[config.mk]
export PLATFORM = sky130hd
export DESIGN_NAME = ping_pong_shifter
export DESIGN_NICKNAME = d
export VERILOG_FILES = /design/src/rtl/ping_pong_shifter.sv
export SDC_FILE = /design/constraint.sdc
export NUM_CORES = 1
export LEC_CHECK = 0
export ABC_AREA = 0
export BUFFER_PORTS_ARGS = -buffer_cell sky130_fd_sc_hd__buf_4
export CORE_AREA = 2 2 49 51
export DETAILED_ROUTE_END_ITERATION = 10
export DIE_AREA = 0 0 51 53
export PLACE_DENSITY = 0.67
export SLEW_MARGIN = 0
export SYNTH_ARGS = -nofsm -noshare
export SYNTH_HDL_FRONTEND = slang
export SYNTH_SLANG_ARGS = --single-unit
[constraint.sdc]
create_clock -name clk -period 5.15 [get_ports clk]
set_clock_uncertainty 0.15 [all_clocks]
set_input_delay 1.03 -clock clk [delete_from_list [all_inputs] [get_ports clk]]
set_output_delay 1.03 -clock clk [all_outputs]
set_load 0.03 [all_outputs]
[src/rtl/ping_pong_shifter.sv]
// One-hot position register that sweeps LSB->MSB->LSB with a programmable dwell at each end.
// Optional MSB-end dwell is compiled in with `define PING_PONG_HI_DWELL_EN.
module ping_pong_shifter #(
  parameter int WIDTH    = 8,
  parameter int DWELL_LO = 3,
  parameter int DWELL_HI = 3
) (
  input  logic             clk,
  input  logic             reset,
  input  logic             en,
  input  logic             clr,
  output logic [WIDTH-1:0] count,
  output logic             dir,
  output logic             dwell,
  output logic             wrap
);

  if (WIDTH < 2 || WIDTH > 32) begin : g_bad_width
    $error("ping_pong_shifter: WIDTH must be 2..32");
  end
  if (DWELL_LO < 0 || DWELL_LO > 255) begin : g_bad_dwell_lo
    $error("ping_pong_shifter: DWELL_LO must be 0..255");
  end
  if (DWELL_HI < 0 || DWELL_HI > 255) begin : g_bad_dwell_hi
    $error("ping_pong_shifter: DWELL_HI must be 0..255");
  end

  typedef enum logic [1:0] {
    ST_DWELL_LO = 2'd0,
    ST_SHIFT_UP = 2'd1,
`ifdef PING_PONG_HI_DWELL_EN
    ST_DWELL_HI = 2'd2,
`endif
    ST_SHIFT_DN = 2'd3
  } state_t;

  localparam logic [7:0]       DWELL_LO_C = DWELL_LO[7:0];
  localparam logic [WIDTH-1:0] ONE        = {{(WIDTH-1){1'b0}}, 1'b1};
`ifdef PING_PONG_HI_DWELL_EN
  localparam logic [7:0]       DWELL_HI_C = DWELL_HI[7:0];
`endif

  state_t           state, state_nxt;
  logic [WIDTH-1:0] count_nxt;
  logic [WIDTH-1:0] count_shl, count_shr;
  logic [7:0]       dcnt, dcnt_nxt;
  logic             wrap_nxt;
  state_t           up_end;

  assign count_shl = {count[WIDTH-2:0], 1'b0};
  assign count_shr = {1'b0, count[WIDTH-1:1]};

  // State reached once the bit lands on the MSB.
`ifdef PING_PONG_HI_DWELL_EN
  assign up_end = (DWELL_HI > 0) ? ST_DWELL_HI : ST_SHIFT_DN;
`else
  assign up_end = ST_SHIFT_DN;
`endif

  always_ff @(posedge clk or negedge reset) begin
    if (!reset) begin
      state <= ST_DWELL_LO;
      count <= ONE;
      dcnt  <= 8'd0;
      wrap  <= 1'b0;
    end else begin
      state <= state_nxt;
      count <= count_nxt;
      dcnt  <= dcnt_nxt;
      wrap  <= wrap_nxt;
    end
  end

  always_comb begin
    state_nxt = state;
    count_nxt = count;
    dcnt_nxt  = dcnt;
    wrap_nxt  = 1'b0;
    if (clr) begin
      state_nxt = ST_DWELL_LO;
      count_nxt = ONE;
      dcnt_nxt  = 8'd0;
    end else if (en) begin
      case (state)
        ST_DWELL_LO: begin
          // Counter saturates at DWELL_LO; the edge after that performs the shift.
          if (dcnt == DWELL_LO_C) begin
            count_nxt = count_shl;
            dcnt_nxt  = 8'd0;
            state_nxt = count_shl[WIDTH-1] ? up_end : ST_SHIFT_UP;
          end else begin
            dcnt_nxt = dcnt + 8'd1;
          end
        end
        ST_SHIFT_UP: begin
          count_nxt = count_shl;
          if (count_shl[WIDTH-1]) begin
            state_nxt = up_end;
            dcnt_nxt  = 8'd0;
          end
        end
`ifdef PING_PONG_HI_DWELL_EN
        ST_DWELL_HI: begin
          if (dcnt == DWELL_HI_C) begin
            count_nxt = count_shr;
            dcnt_nxt  = 8'd0;
            if (count_shr[0]) begin
              state_nxt = ST_DWELL_LO;
              wrap_nxt  = 1'b1;
            end else begin
              state_nxt = ST_SHIFT_DN;
            end
          end else begin
            dcnt_nxt = dcnt + 8'd1;
          end
        end
`endif
        ST_SHIFT_DN: begin
          count_nxt = count_shr;
          if (count_shr[0]) begin
            state_nxt = ST_DWELL_LO;
            dcnt_nxt  = 8'd0;
            wrap_nxt  = 1'b1;
          end
        end
        default: begin
          state_nxt = ST_DWELL_LO;
          count_nxt = ONE;
          dcnt_nxt  = 8'd0;
        end
      endcase
    end
  end

  always_comb begin
    dir   = 1'b0;
    dwell = 1'b0;
    case (state)
      ST_DWELL_LO: begin
        dir   = 1'b1;
        dwell = 1'b1;
      end
      ST_SHIFT_UP: dir = 1'b1;
`ifdef PING_PONG_HI_DWELL_EN
      ST_DWELL_HI: dwell = 1'b1;
`endif
      default: begin
        dir   = 1'b0;
        dwell = 1'b0;
      end
    endcase
  end

  a_onehot: assert property (@(posedge clk) disable iff (!reset) $onehot(count));
  a_wrap_at_lsb: assert property (@(posedge clk) disable iff (!reset)
    wrap |-> (count == ONE && state == ST_DWELL_LO));

endmodule

# [Word level (Yosys, flattened, before mapping)]
# Index checks and enable logic that the tools add are counted.
[word_totals] register_bits=19 out_inout_bits=11 inputBits=4
[op_classes] reduce_logical=6 n_eq_ne=6 add_sub_neg=1 n_mux=23
[op_table] operator="two-way mux 8 bit" n=8
[op_table] operator="one-hot mux 8 bit (3 select lines)" n=2
[op_table] operator="two-way mux 2 bit" n=6
[op_table] operator="!= test 3 bit, second input constant" n=3
[op_table] operator="adder 8 x 1 -> 8 bit, second input constant" n=1
[op_table] operator="== test 8 x 2 -> 1 bit, second input constant" n=1
[op_table] operator="two-way mux 1 bit" n=6
[op_table] operator="one-hot mux 2 bit (3 select lines)" n=1
[op_table] operator="AND reduction 4 bit" n=1
[op_table] operator="AND reduction 3 bit" n=1
[op_table] operator="== test 2 x 1 -> 1 bit, second input constant" n=1
[op_table] operator="== test 2 bit, second input constant" n=1
[op_table] operator="logical NOT 2 bit" n=1
[op_table] operator="AND reduction 2 bit" n=1
[op_table] operator="nonzero test 2 bit" n=1
[op_table] operator="OR reduction 2 bit" n=1

# [Logic depth before layout (Yosys ltp)]
[logic_depth] ltp_word=5 depth_mapped=5 depth_no_buf=5

# [Least setup slack after synthesis]
# No wires, ideal clock.
[synth_path] path_kind="input port to flip-flop" start="input clr" end="register dcnt[7]" path_buffers=1 slack_ns=2.709 path_stages=5 setup_ns=0.078 arrival_time_ns=2.213 cell_sequence="clkbuf_2 -> nand2b_1 -> o22ai_4 -> or4_1 -> a21oi_1"
[synth_between] elab_chain_len=2 elab_cells_between_ends=5
[synth_rtl] item="start: declaration" line="11" source="input logic clr,"
[synth_rtl] item="!= test 3 bit (no line) / nonzero test 2 bit (equally long branches)"
[synth_rtl] item="AND reduction 3 bit (no line)"
[synth_rtl] item="end signal: assignment" line="69" source="dcnt <= dcnt_nxt;"
[synth_rtl] item="end: declaration" line="46" source="logic [7:0] dcnt, dcnt_nxt;"
# Several ways; a longest one is shown, not always the timed one.
# A chain may end at the register's enable or synchronous reset.

# [Worst setup path after layout]
[layout_path] start="register state[1]" end="output dwell"
[layout_between] elab_chain_len=2
[layout_rtl] item="start: declaration" line="43" source="state_t state, state_nxt;"
[layout_rtl] item="start signal: assignment" line="67" source="state <= state_nxt;"
[layout_rtl] item="logical NOT 2 bit" line="138" source="case (state)"
[layout_rtl] item="two-way mux 1 bit" line="138"
[layout_rtl] item="end: declaration" line="14" source="output logic dwell,"
# No other way between the ends.

==> flow_metrics.tcl <==
set metrics [dict create \
    grt_usage_pct 16.9 \
    powerDensity_nw_per_um2 335 \
    chipHeight_um 53 \
    syn_nets 89 \
    rows 17 \
    grt_overflow 0 \
    hold_start "count[0]$_DFFE_PN1P_" \
    fmax_mhz 441 \
    initial_core_util_pct 46.4 \
    rr_endpoint "state[0]$_DFFE_PN0P_" \
    start_kind "flop" \
    synth_area_um2 997 \
    area_delta_synth_final_pct 15.6 \
    ios 15 \
    path_cells "nor2_1 -> buf_4" \
    clock_latency_ns 0.31 \
    synth_edf_count 0 \
    syn_inst 84 \
    place_congestion 0.749 \
    final-setup-viol-count 0 \
    cts_buffer_depth 2 \
    hold_end "count[0]$_DFFE_PN1P_" \
    rsz0062_at_grt "false" \
    cts_resized 0 \
    timing.hold.ws_ns 0.374 \
    critical_path_class "flop to output pin" \
    rr_worst_depth 5 \
    cp.arrival_ns 1.09 \
    synthArstFlopShare_pct 100 \
    yosysMostFrequentCell "dfrtp_1" \
    worst_pin_slew_ns 0.644 \
    maxSlewHeadroom_pct 56.9 \
    synth_ff_type "dfrtp_1" \
    maxCapViolCount 0 \
    end_kind "output pin" \
    finalSetupTns_ns 0 \
    synth_top_area_share_pct 45.2 \
    worst-path-buf-inv 1 \
    ys_ff_latch 19 \
    whs_path_depth 2 \
    wl_per_cell_um 14.2 \
    die_w_um 51 \
    cts_htree_levels 1 \
    r2r-start "dcnt[0]$_DFFE_PN0P_" \
    vias 744 \
    min_period_ns 2.27 \
    clkSlewWorstSetupHoldPaths_ns 0.11 \
    cts_setup_buffers 0 \
    drc 0 \
    postCtsHoldBufs 0 \
    drt-total-wl_mm 1.82 \
    cts_tree "built" \
    peakVddDrop_mv 0.247 \
    critPathMaxStageDelay_ns 0.48 \
    min_period_over_period_pct 44.0 \
    yosys_warnings 0 \
    ys_seq_area_share_pct 47.8 \
    vias_per_cell 5.81 \
    maxSlewViolCount 0 \
    grt_max_degree 20 \
    cp_max_fo 6 \
    ant_nets 0 \
    cts_sinks 19 \
    port_buffers 14 \
    fin_nets 106 \
    cts_root_buf "clkbuf_4" \
    grt_pass1_wl_mm 3.31 \
    synth_area_leaders "dfrtp_1, mux2_2, a22o_1" \
    synth_cell_types 33 \
    required_ns 3.97 \
    status "completed" \
    yosysTopAreaCell "dfrtp_1" \
    numCtsBuffers 3 \
    coreArea_um2 2150 \
    dieArea_um2 2700 \
    hold_violations 0 \
    fillCellCount 188 \
    synth_area_per_cell_um2 11.9 \
    netlist_top_cells_count "dfrtp_1, a22o_1, nor2_1, mux2_2" \
    antenna_found_initial 0 \
    grt_pass1_vias 733 \
    drtIter0Drc 10 \
    reg2reg_slack_ns 2.97 \
    antennaDiodeCount 0 \
    drive_above_1_share_pct 32.0 \
    hold_class "flop to flop" \
    critPathSlowestCell "dfrtp_1" \
    dpl.hpwl_mm 1.30 \
    leakagePower_nw 0.530 \
    cp_top_family "flip-flops" \
    drt_first_pass_iters 4 \
]
## sequential cells by signal (all words and copies together), names as in the netlist
register	cells
state	2
dcnt	8
count	8
wrap	1
## logic make-up after synthesis
kind of cell / Yosys count / synth area share, %
simple gates: 24 / 13.0
compound gates: 25 / 22.8
flops: 19 / 47.8
buf+inv: 3 / 1.63
fa+ha+maj: 1 / 1.25
mux: 11 / 12.5
xor+xnor: 1 / 0.878
## layout by cell type (no fill, tap or decap), types with 2 or more instances in the layout
cell type / Yosys / layout
nand3_1: 2 / 2
mux2i_1: 2 / 2
o31ai_1: 3 / 3
a21o_1: 2 / 2
nor2_1: 9 / 9
a22o_1: 9 / 9
clkbuf_4: 0 / 3
nand4_1: 3 / 3
mux2_2: 8 / 8
a31oi_1: 2 / 2
nor3_1: 3 / 3
dfrtp_1: 18 / 18
buf_4: 1 / 14
o21ai_0: 2 / 2
## worst register-to-register path, delay by kind of cell, from the launching register on
kind	cells	cell delay (ns)
fa+ha+maj	1	0.27
simple gates	2	0.41
compound gates	1	0.51
mux	1	0.31
flops	1	0.43
## final cells by class
class / count / area, µm² / area share [%]
inverter: 1 / 3.75 / 0.326
clock inverter: 1 / 5.00 / 0.434
clock buffer: 3 / 22.5 / 1.95
sequential: 19 / 477 / 41.4
multi-input combinational: 62 / 504 / 43.8
tap: 28 / 35.0 / 3.04
timing repair buffer: 14 / 105 / 9.12
## power breakdown
| part | switching, mW | internal [mW] |
|---|---|---|
| Sequential | 0.0222 | 0.168 |
| Combinational | 0.0676 | 0.0519 |
| Clock | 0.0469 | 0.0290 |
| Total | 0.137 | 0.249 |
## per-stage QoR
stage               utilization [%]  setup WS [ns]  cell area (µm²)  cells  power [mW]
global route                   53.6           2.79             1150    128       0.412
floorplan                         -           2.71              997     84       0.276
detailed placement             52.4           2.58             1120    124       0.314
CTS                            53.6           2.87             1150    128       0.392
global placement               52.4           2.60             1120    124       0.314
finish                         53.6           2.88             1150    128       0.385
## metal layers
| layer | global-route usage, % | up-vias | part of all wire (%) |
|---|---|---|---|
| met2 | 23.6 | 15 | 44 |
| li1 | - | 357 | - |
| met3 | 2.82 | 5 | 3.5 |
| met1 | 23.4 | 367 | 49 |
| met5 | 0 | - | 0 |
| met4 | 12.6 | 0 | 3.0 |
## worst max-delay path by stage
stage | end | cells past startpoint | startpoint | slack [ns]
6_report | dwell | 2 | state[1]$_DFFE_PN0P_ | 2.88
5_1_grt | state[0]$_DFFE_PN0P_ | 5 | dcnt[0]$_DFFE_PN0P_ | 2.79
4_1_cts | dwell | 2 | state[1]$_DFFE_PN0P_ | 2.87
3_5_place_dp | state[0]$_DFFE_PN0P_ | 5 | clr | 2.58
3_3_place_gp | state[0]$_DFFE_PN0P_ | 5 | clr | 2.60
2_1_floorplan | dcnt[7]$_DFFE_PN0P_ | 5 | clr | 2.71
No activity file was read; power rests on OpenSTA's default activity.
